### src/rtl/fifo_rd_stream.sv
// fifo_rd_stream: drains a 1-cycle-latency FIFO into a valid/ready stream via a 2-entry skid buffer,
// counting accepted beats and latching FIFO read errors.
module fifo_rd_stream #(
    parameter int WIDTH = 8,
    parameter int CNT_W = 16
) (
    input  logic             clk_i,
    input  logic             rst_i,
    input  logic             en_i,
    input  logic             flush_i,
    input  logic             fifo_empty_i,
    input  logic [WIDTH-1:0] fifo_rdata_i,
    input  logic             fifo_rd_error_i,
    output logic             fifo_rd_en_o,
    output logic [WIDTH-1:0] m_data_o,
    output logic             m_valid_o,
    input  logic             m_ready_i,
    output logic [CNT_W-1:0] xfer_cnt_o,
    output logic             err_o
);
    typedef enum logic [1:0] {EMPTY = 2'd0, ONE = 2'd1, TWO = 2'd2} occ_t;
    occ_t occ, occ_n;
    logic inflight, pop, push;
    logic [WIDTH-1:0] slot1;
    logic [2:0] load;
    assign m_valid_o = occ != EMPTY;
    assign pop = m_valid_o & m_ready_i;
    assign push = inflight & ~flush_i;
    // words held or arriving after this cycle's pop; a new read needs a free slot for it
    assign load = {1'b0, occ} + {2'b00, inflight} - {2'b00, pop};
    assign fifo_rd_en_o = rst_i & en_i & ~flush_i & ~fifo_empty_i & (load <= 3'd1);
    always_comb begin
        occ_n = occ;
        if (flush_i) occ_n = EMPTY;
        else begin
            case (occ)
                EMPTY:   occ_n = push ? ONE : EMPTY;
                ONE:     occ_n = (push & ~pop) ? TWO : (pop & ~push) ? EMPTY : ONE;
                TWO:     occ_n = pop ? ONE : TWO;
                default: occ_n = EMPTY;
            endcase
        end
    end
    always_ff @(posedge clk_i or negedge rst_i) begin
        if (!rst_i) begin
            occ        <= EMPTY;
            inflight   <= 1'b0;
            m_data_o   <= '0;
            slot1      <= '0;
            xfer_cnt_o <= '0;
            err_o      <= 1'b0;
        end else begin
            occ        <= occ_n;
            inflight   <= fifo_rd_en_o;
            xfer_cnt_o <= xfer_cnt_o + CNT_W'(pop);
            err_o      <= err_o | fifo_rd_error_i;
            if (push && (occ == EMPTY || (occ == ONE && pop))) m_data_o <= fifo_rdata_i;
            else if (occ == TWO && pop) m_data_o <= slot1;
            if (push && occ == ONE && !pop) slot1 <= fifo_rdata_i;
        end
    end
endmodule

### config.mk
export PLATFORM = sky130hd
export DESIGN_NAME = fifo_rd_stream
export DESIGN_NICKNAME = d
export VERILOG_FILES = /design/src/rtl/fifo_rd_stream.sv
export SDC_FILE = /design/constraint.sdc
export NUM_CORES = 1
export LEC_CHECK = 0
export BUFFER_PORTS_ARGS = -buffer_cell sky130_fd_sc_hd__buf_2
export CAP_MARGIN = 25
export CELL_PAD_IN_SITES_DETAIL_PLACEMENT = 0
export CELL_PAD_IN_SITES_GLOBAL_PLACEMENT = 1
export CORE_MARGIN = 2
export CORE_UTILIZATION = 37
export CTS_CLUSTER_DIAMETER = 150
export DETAILED_ROUTE_END_ITERATION = 10
export PLACE_DENSITY_LB_ADDON = 0.15
export SLEW_MARGIN = 20
export SYNTH_ARGS = -nofsm -noshare
export SYNTH_HDL_FRONTEND = slang
export SYNTH_SLANG_ARGS = --single-unit
### constraint.sdc
create_clock -name clk_i -period 2.07 [get_ports clk_i]
set_input_delay 0.414 -clock clk_i [delete_from_list [all_inputs] [get_ports clk_i]]
set_output_delay 0.414 -clock clk_i [all_outputs]
set_load 0.01 [all_outputs]
==> run_results.csv, run 1 <==
group,metric,value,unit
run_status,status,"finished with violations",
run_status,violations,"negative setup slack",
floorplanning,core-area,0.00432,sq mm
grt,grt_pass1_vias,1160,
synthesis,synth_top_area_cell,"dfrtp_1",
critical_path,path_buf_inv,2,
sta,skew,8.99,ps
critical_path,cp_max_fo,2,
sta,finalCriticalPeriod,2540,ps
synthesis,async_reset_ff_frac,1.00,
cts,clk_pin_slew,70,ps
synthesis,yosysMostFrequentCell,"dfrtp_1",
cts,cts_root_buffer,"clkbuf_8",
placed_design,placed_area,0.00194,sq mm
grt,grt_pass1_wl,5.31,mm
placed_design,dp_hpwl,2.29,mm
sta,setup_slack,-466,ps
sta,worst_pin_slew,479,ps
drt,ant_nets,0,
power_and_ir_drop,power_density,744,mW/mm^2
grt,grt-busiest-layer,"met2",
critical_path,cp-start-kind,"flip-flop",
cts,htree_num_levels,2,
synthesis,synth_seq_cells,36,
drt,wl_per_cell,13.3,microns
floorplanning,dieArea,0.00500,sq mm
synthesis,yosys.area.top_type_share,0.548,
synthesis,ys.flop_type,"dfrtp_1",
grt,use_met1,0.187,
sta,finalSetupViolations,1,
grt,grt_max_degree,37,
min_path,hold_class,"in -> async",
drt,vias,1145,
sta,setup_tns,-466,ps
power_and_ir_drop,power.total,1.52,mW
sta,whs,223,ps
synthesis,synth-edff-count,0,
synthesis,yosysUniqueCellTypes,33,
critical_path,crit_slowest_cell,"fa_1",
cts,cts.path.max_buffers,2,
sta,maxSlewHeadroom,0.680,
floorplanning,die_w,70.7,microns
sta,slew_violations,0,
synthesis,synthTopCellsByArea,"dfrtp_1 55%, xnor2_1 5.3%, a22o_1 4.3%, mux2_2 4.1%, xor2_1 3.7%",
power_and_ir_drop,leakage,1.15,nW
cts,cts_hold_buffers,0,
floorplanning,rows,24,
sta,finalCritPeriodShare,1.22,
grt,met2_usage,0.206,
grt,grt_usage,0.137,
sta,hold_viol,0,
synthesis,synth_common_cells,"36 x dfrtp_1, 10 x xnor2_1, 8 x a21o_1, 8 x a22o_1, 8 x nor2_1",
critical_path,cp_data_required_time,1660,ps
synthesis,ys.warnings.count,0,
layout,drive_gt1_frac,0.391,
synthesis,syn_area,0.00165,sq mm
synthesis,netlist_instances,127,
synthesis,synthesis.nets,146,
critical_path,crit_chain,"o21ai_4 > xnor2_1 > ha_1 > inv_1 > fa_1 > nand4b_1 > nor3_2 > buf_2",
critical_path,cp_data_arrival_time,2120,ps
layout,final_nets,197,
synthesis,synth_seq_area_share,0.548,
drt,drc_errors,0,
drt,first_pass_iters,3,
layout,num_antenna_cells,0,
placed_design,port_buffers,41,
critical_path,cp_top_family,"adder cells",
synthesis,syn_avg_cell_area,13.0,sq um
cts,clk_latency,290,ps
power_and_ir_drop,max-vdd-ir-drop,0.000318,V
cts,cts_buffers,5,
floorplanning,initial_utilization,0.380,
drt,drt_iter0_drc,50,
grt,grt-ovfl-total,0,
grt,use_met3,0.0499,
sta,rsz0062_at_grt,"yes",
placed_design,place_inst,223,
placed_design,gp_congestion,0.773,
critical_path,path_class,"reg -> out",
critical_path,critPathCaptureType,"primary output",
layout,final_area,0.00204,sq mm
drt,drt-total-wl,3.07,mm
cts,cts_tree,"built",
floorplanning,die-height,70.7,microns
critical_path,max_stage_delay,480,ps
layout,fin_cells,231,
job,maxCapViolCount,0,
cts,clock-sinks,36,
drt,viasPerCell,4.96,
grt,antenna_found_initial,0,
sta,max_freq,394,MHz
floorplanning,io_pins,42,
layout,area_growth,23.7,%
==> where the power goes <==
group	total, mW	internal, mW	leakage [nW]	switching [mW]
combinational	0.193	0.0957	0.620	0.0973
clock	0.510	0.270	0.0445	0.239
sequential	0.813	0.767	0.484	0.0460
total	1.52	1.13	1.15	0.383
==> layout by cell type, fill, tap and decap left out, drive strengths merged, types with 3 or more instances in the layout <==
| cell | count |
|---|---|
| clkbuf | 7 |
| dfrtp | 36 |
| and3 | 5 |
| mux2 | 8 |
| ha | 3 |
| a21o | 8 |
| xor2 | 7 |
| nor2 | 9 |
| buf | 47 |
| xnor2 | 10 |
| nand3 | 7 |
| nand4 | 3 |
| a22o | 8 |
==> cell families after synthesis <==
logic type / synth area share
adder cells (fa/ha/maj): 0.0350
AO/OA/AOI/OAI: 0.0920
XOR/XNOR: 0.0905
AND/OR/NAND/NOR: 0.155
multiplexers: 0.0608
buffers and inverters: 0.0190
flip-flops: 0.548
==> per-layer routing <==
metal	wire length (microns)	vias to the layer above
met5	0	-
met4	33	0
met3	194	4
met2	1370	34
met1	1470	558
li1	-	549
==> registers in the layout, summed over array words and instances (netlist names) <==
signal      cells
inflight        1
occ             2
m_data_o        8
slot1           8
xfer_cnt_o     16
err_o           1
==> area by class of cell <==
cell class                      count  area, sq um
Tap cell                           52         65.1
Multi-Input combinational cell     86          718
Fill cell                         417         2290
Timing Repair Buffer               47          250
Clock inverter                      1         7.51
Inverter                            2         7.51
Sequential cell                    36          901
Clock buffer                        7         86.3
==> metrics by stage <==
stage / util / setup WS (ps)
finish: 0.471 / -466
global route: 0.471 / -609
CTS: 0.471 / -489
detailed placement: 0.449 / -223
global placement: 0.449 / -130
floorplan: - / -241
==> path summary, 6_finish.rpt <==
path                             startpoint                       end  slack, ps  cells after the start
min reg2reg                 err_o$_DFF_PN0_           err_o$_DFF_PN0_        460                      1
max reg2reg                occ[1]$_DFF_PN0_  xfer_cnt_o[12]$_DFF_PN0_        200                      7
max                        occ[0]$_DFF_PN0_              fifo_rd_en_o       -470                      8
min in group clk_i          fifo_rd_error_i           err_o$_DFF_PN0_        320                      2
min                                   rst_i   xfer_cnt_o[5]$_DFF_PN0_        220                      2
max in group asynchronous             rst_i          occ[1]$_DFF_PN0_       1530                      2
==> what timing repair did <==
item | CTS | global route
setup buffers | 0 | 0
gates resized for setup | 0 | 0
endpoints found under the setup margin | 1 | 1
Note: power is estimated with default switching activity, not from simulation.
==> inputs of run 2 (changes only) <==
Settings changed: CTS_CLUSTER_DIAMETER 150 to not set, PLACE_DENSITY set to 0.74, PLACE_DENSITY_LB_ADDON 0.15 to not set, SETUP_SLACK_MARGIN set to 0.02.
==> run_results.csv, run 2 (synthesized netlist as in run 1, its figures left out) <==
group,metric,value,unit
sta,finalSetupViolations,1,
cts,cts_root_buffer,"clkbuf_8",
floorplanning,die_w,70.7,microns
sta,finalCriticalPeriod,2500,ps
sta,slew_violations,0,
sta,finalCritPeriodShare,1.21,
cts,htree_num_levels,2,
floorplanning,core-area,0.00432,sq mm
grt,grt_usage,0.137,
power_and_ir_drop,max-vdd-ir-drop,0.000630,V
sta,whs,182,ps
grt,grt-ovfl-total,0,
grt,grt_pass1_wl,5.39,mm
drt,wl_per_cell,13.4,microns
floorplanning,die-height,70.7,microns
sta,setup_slack,-431,ps
sta,hold_viol,0,
layout,largest_reg_flops,16,
drt,viasPerCell,4.93,
sta,worst_pin_slew,470,ps
cts,cts_hold_buffers,0,
cts,cts_tree,"built",
layout,reg_top3,"xfer_cnt_o: 16 flops, m_data_o: 8 flops, slot1: 8 flops",
drt,drt-total-wl,3.08,mm
job,maxCapViolCount,0,
floorplanning,dieArea,0.00500,sq mm
power_and_ir_drop,power_density,886,mW/mm^2
sta,skew,7.80,ps
floorplanning,rows,24,
critical_path,critPathCaptureType,"primary output",
drt,ant_nets,0,
cts,cts.repair.resized,0,
critical_path,path_class,"reg -> out",
critical_path,r2r_slack,170,ps
critical_path,cp_data_arrival_time,2090,ps
sta,max_freq,400,MHz
cts,cts.path.max_buffers,2,
floorplanning,io_pins,42,
placed_design,dp_hpwl,2.33,mm
cts,post_cts_buffers,0,
drt,drc_errors,0,
min_path,hold_class,"in -> async",
drt,vias,1138,
sta,setup_tns,-431,ps
drt,first_pass_iters,4,
sta,rsz0062_at_grt,"yes",
grt,antenna_found_initial,0,
cts,cts_buffers,5,
placed_design,gp_congestion,0.768,
sta,maxSlewHeadroom,0.687,
cts,clk_pin_slew,80,ps
layout,drive_gt1_frac,0.397,
layout,top_register,"xfer_cnt_o",
layout,fin_cells,231,
layout,final_nets,197,
power_and_ir_drop,leakage,1.18,nW
placed_design,place_inst,223,
critical_path,cp-start-kind,"flip-flop",
floorplanning,initial_utilization,0.380,
layout,num_antenna_cells,0,
drt,drt_iter0_drc,45,
power_and_ir_drop,power.total,1.86,mW
grt,grt_pass1_vias,1137,
placed_design,placed_area,0.00194,sq mm
layout,area_growth,27.7,%
cts,clock-sinks,36,
grt,grt_max_degree,37,
critical_path,cp_max_fo,2,
layout,final_cell_mix,"41 x buf_2, 36 x dfrtp_1, 10 x xnor2_1",
placed_design,port_buffers,41,
layout,final_common_cell,"buf_2",
critical_path,cp_data_required_time,1660,ps
run_status,status,"finished with violations",
layout,final_area,0.00210,sq mm
run_status,violations,"negative setup slack",
cts,clk_latency,280,ps
run 2: changes by cell type in the layout (fill, tap and decap cells not counted):
cell | before | now
clkinvlp_4 | 1 | 0
clkbuf_1 | 1 | 0
bufinv_16 | 0 | 3
clkbuf_8 | 6 | 5
run 2: what timing repair did:
item                                    in CTS  in global routing
gates cloned                                 0                  0
endpoints found under the setup margin       1                  1
pin swaps                                    0                  0
run 2: final cells by class:
type	instances	area, sq um
inverter	2	7.51
clock buffer	5	68.8
sequential	36	901
tap	52	65.1
multi-input combinational	86	718
fill	417	2220
clock inverter	3	90.1
timing repair buffer	47	250
run 2: worst paths after layout:
check                                 startpoint                        to  cells after the start
worst max-delay path            occ[0]$_DFF_PN0_              fifo_rd_en_o                      8
worst min-delay path                       rst_i      slot1[7]$_DFFE_PN0P_                      2
worst max register to register  occ[1]$_DFF_PN0_  xfer_cnt_o[10]$_DFF_PN0_                      7
worst min register to register   err_o$_DFF_PN0_           err_o$_DFF_PN0_                      1
max in group asynchronous                  rst_i          occ[1]$_DFF_PN0_                      2
min in group clk_i               fifo_rd_error_i           err_o$_DFF_PN0_                      2
run 2: stage by stage:
step / setup slack (ps) / util
3_3_place_gp: -122 / 0.449
2_1_floorplan: -241 / -
4_1_cts: -448 / 0.486
6_report: -431 / 0.486
5_1_grt: -585 / 0.486
3_5_place_dp: -169 / 0.449
run 2: routing by layer:
metal | vias up | share of wire | GRT usage
li1 | 549 | - | -
met1 | 556 | 0.44 | 0.172
met2 | 28 | 0.49 | 0.225
met3 | 5 | 0.050 | 0.0442
met4 | 0 | 0.015 | 0.0440
met5 | - | 0 | 0
run 2: worst max-delay path, cell delays in order (launching register included):
cell and delay, ps:
dfrtp_1 410, o21ai_4 170, xnor2_1 130, ha_1 160
inv_1 50, fa_1 490, nand4b_1 110, nor3_2 140
buf_2 160
run 2: report_power, final:
part | switching, mW | internal (mW) | total (mW)
clock | 0.245 | 0.603 | 0.848
combinational | 0.101 | 0.0969 | 0.198
sequential | 0.0488 | 0.767 | 0.816
total | 0.395 | 1.47 | 1.86
==> inputs of run 3 (changes only) <==
Settings changed: CORE_UTILIZATION 37 to 44, PLACE_DENSITY 0.74 to 0.83.
Clock period 2.07 ns to 2.9 ns, I/O delays scaled along.
==> run_results.csv, run 3 (synthesized netlist as in run 1, its figures left out) <==
group,metric,value,unit
floorplanning,die-height,65.2,microns
placed_design,gp_congestion,0.828,
cts,cts_root_buffer,"clkbuf_8",
sta,setup_tns,0,ps
cts,cts_buffers,5,
sta,rsz0062_at_grt,"no",
layout,area_growth,22.6,%
critical_path,cp_data_arrival_time,2100,ps
drt,drt_iter0_drc,25,
sta,finalCritPeriodShare,0.923,
layout,drive_gt1_frac,0.390,
layout,finalCoreUtilization,0.555,
cts,clock-sinks,36,
power_and_ir_drop,share_comb_of_total_power,0.127,
critical_path,path_class,"reg -> out",
cts,htree_num_levels,2,
critical_path,cp-start-kind,"flip-flop",
power_and_ir_drop,power.internal,808,uW
floorplanning,core-area,0.00363,sq mm
sta,finalSetupViolations,0,
grt,grt_pass1_wl,5.45,mm
drt,first_pass_iters,4,
grt,grt-ovfl-total,0,
sta,finalCriticalPeriod,2680,ps
job,maxCapViolCount,0,
grt,antenna_found_initial,0,
sta,maxSlewHeadroom,0.665,
power_and_ir_drop,max-vdd-ir-drop,0.000294,V
drt,top_layer,"met4",
power_and_ir_drop,p_sw_frac,0.257,
floorplanning,io_pins,42,
power_and_ir_drop,power.total,1.09,mW
sta,max_freq,373,MHz
drt,vias,1146,
layout,num_antenna_cells,0,
critical_path,path_buf_inv,2,
drt,dr_wl_met2,1.53,mm
run_status,status,"completed",
power_and_ir_drop,p_switching,280,uW
floorplanning,dieArea,0.00424,sq mm
placed_design,port_buffers,41,
layout,largest_reg_flops,16,
layout,final_common_cell,"buf_2",
drt,drc_errors,0,
critical_path,critPathCaptureType,"primary output",
placed_design,dp_hpwl,2.30,mm
power_and_ir_drop,leakage,1.14,nW
cts,cts_tree,"built",
critical_path,max_stage_delay,480,ps
layout,fillerInstances,350,
sta,skew,4.41,ps
power_and_ir_drop,power_density,539,mW/mm^2
critical_path,crit_slowest_cell,"fa_1",
drt,wl_per_cell,13.6,microns
floorplanning,die_w,65.2,microns
critical_path,cp_top_family,"adder cells",
critical_path,crit_chain,"o21ai_4 > xnor2_1 > ha_1 > inv_1 > fa_1 > nand4b_1 > nor3_2 > buf_2",
grt,grt_usage,0.167,
drt,met3_length,157,microns
cts,clk_pin_slew,70,ps
critical_path,cp_max_fo,3,
drt,viasPerCell,5.09,
grt,grt_pass1_vias,1179,
layout,reg_top3,"xfer_cnt_o: 16 flops, m_data_o: 8 flops, slot1: 8 flops",
critical_path,cp_data_required_time,2320,ps
layout,final_nets,195,
floorplanning,rows,22,
power_and_ir_drop,pwr-share-clk,0.337,
layout,top_register,"xfer_cnt_o",
drt,drt-total-wl,3.07,mm
floorplanning,initial_utilization,0.453,
cts,clk_latency,280,ps
cts,cts.path.max_buffers,2,
drt,ant_nets,0,
drt,m1WireLength,1.35,mm
grt,grt_max_degree,37,
power_and_ir_drop,p_seq_frac,0.536,
sta,worst_pin_slew,502,ps
min_path,hold_class,"in -> async",
sta,hold_viol,0,
layout,final_cell_mix,"41 x buf_2, 35 x dfrtp_1, 10 x xnor2_1",
cts,cts_hold_buffers,0,
sta,slew_violations,0,
run 3: worst reg2reg max path, delay by kind of cell, from the launching register on:
| family | cells | cell delay [ps] |
|---|---|---|
| AND/OR/NAND/NOR | 4 | 870 |
| adder cells (fa/ha/maj) | 1 | 220 |
| flip-flops | 1 | 410 |
| buffers and inverters | 1 | 190 |
| XOR/XNOR | 1 | 130 |
run 3: worst paths after layout:
check	depth (start not counted)	startpoint	slack [ps]	to
max in group asynchronous	2	rst_i	2150	occ[0]$_DFF_PN0_
min in group clk_i	1	err_o$_DFF_PN0_	470	err_o$_DFF_PN0_
worst max-delay path	8	occ[0]$_DFF_PN0_	220	fifo_rd_en_o
worst min register to register	1	err_o$_DFF_PN0_	470	err_o$_DFF_PN0_
worst max register to register	7	occ[1]$_DFF_PN0_	1020	xfer_cnt_o[14]$_DFF_PN0_
worst min-delay path	2	rst_i	390	m_data_o[7]$_DFFE_PN0P_
run 3: stage by stage:
step	instance area (sq um)	std cells	setup slack, ps	hold slack [ps]
after CTS	2000	224	55.7	417
after global routing	2020	225	93.4	425
after detailed placement	1900	215	168	452
final	2020	225	222	390
after floorplan	1650	127	310	284
after global placement	1900	215	224	443
run 3: what timing repair did:
| item | in CTS | in global routing |
|---|---|---|
| resized for setup | 0 | 2 |
| setup buffers | 1 | 1 |
| pin swaps | 1 | 0 |
| setup endpoints to repair | 1 | 1 |
| gates cloned | 0 | 0 |
run 3: final cells by class:
| cell class | instances | area (sq um) | area share |
|---|---|---|---|
| well taps | 48 | 60.1 | 0.0298 |
| multi-input cells | 86 | 718 | 0.356 |
| clock buffers | 7 | 86.3 | 0.0428 |
| inverters | 2 | 7.51 | 0.00372 |
| clock inverters | 1 | 7.51 | 0.00372 |
| repair buffers | 45 | 235 | 0.117 |
| flip-flops and latches | 36 | 902 | 0.447 |
run 3: layer usage:
metal / GRT usage / up-vias
met3: 0.0531 / 5
li1: - / 545
met4: 0.0443 / 0
met1: 0.206 / 567
met5: 0 / -
met2: 0.285 / 29
run 3: power by group through the flow:
stage | clock network, mW | registers, mW | logic, mW
global route | 0.401 | 0.590 | 0.157
global placement | 0 | 0.591 | 0.135
finish | 0.367 | 0.583 | 0.138
floorplan | 0 | 0.608 | 0.0446
CTS | 0.379 | 0.584 | 0.140
detailed placement | 0 | 0.594 | 0.139
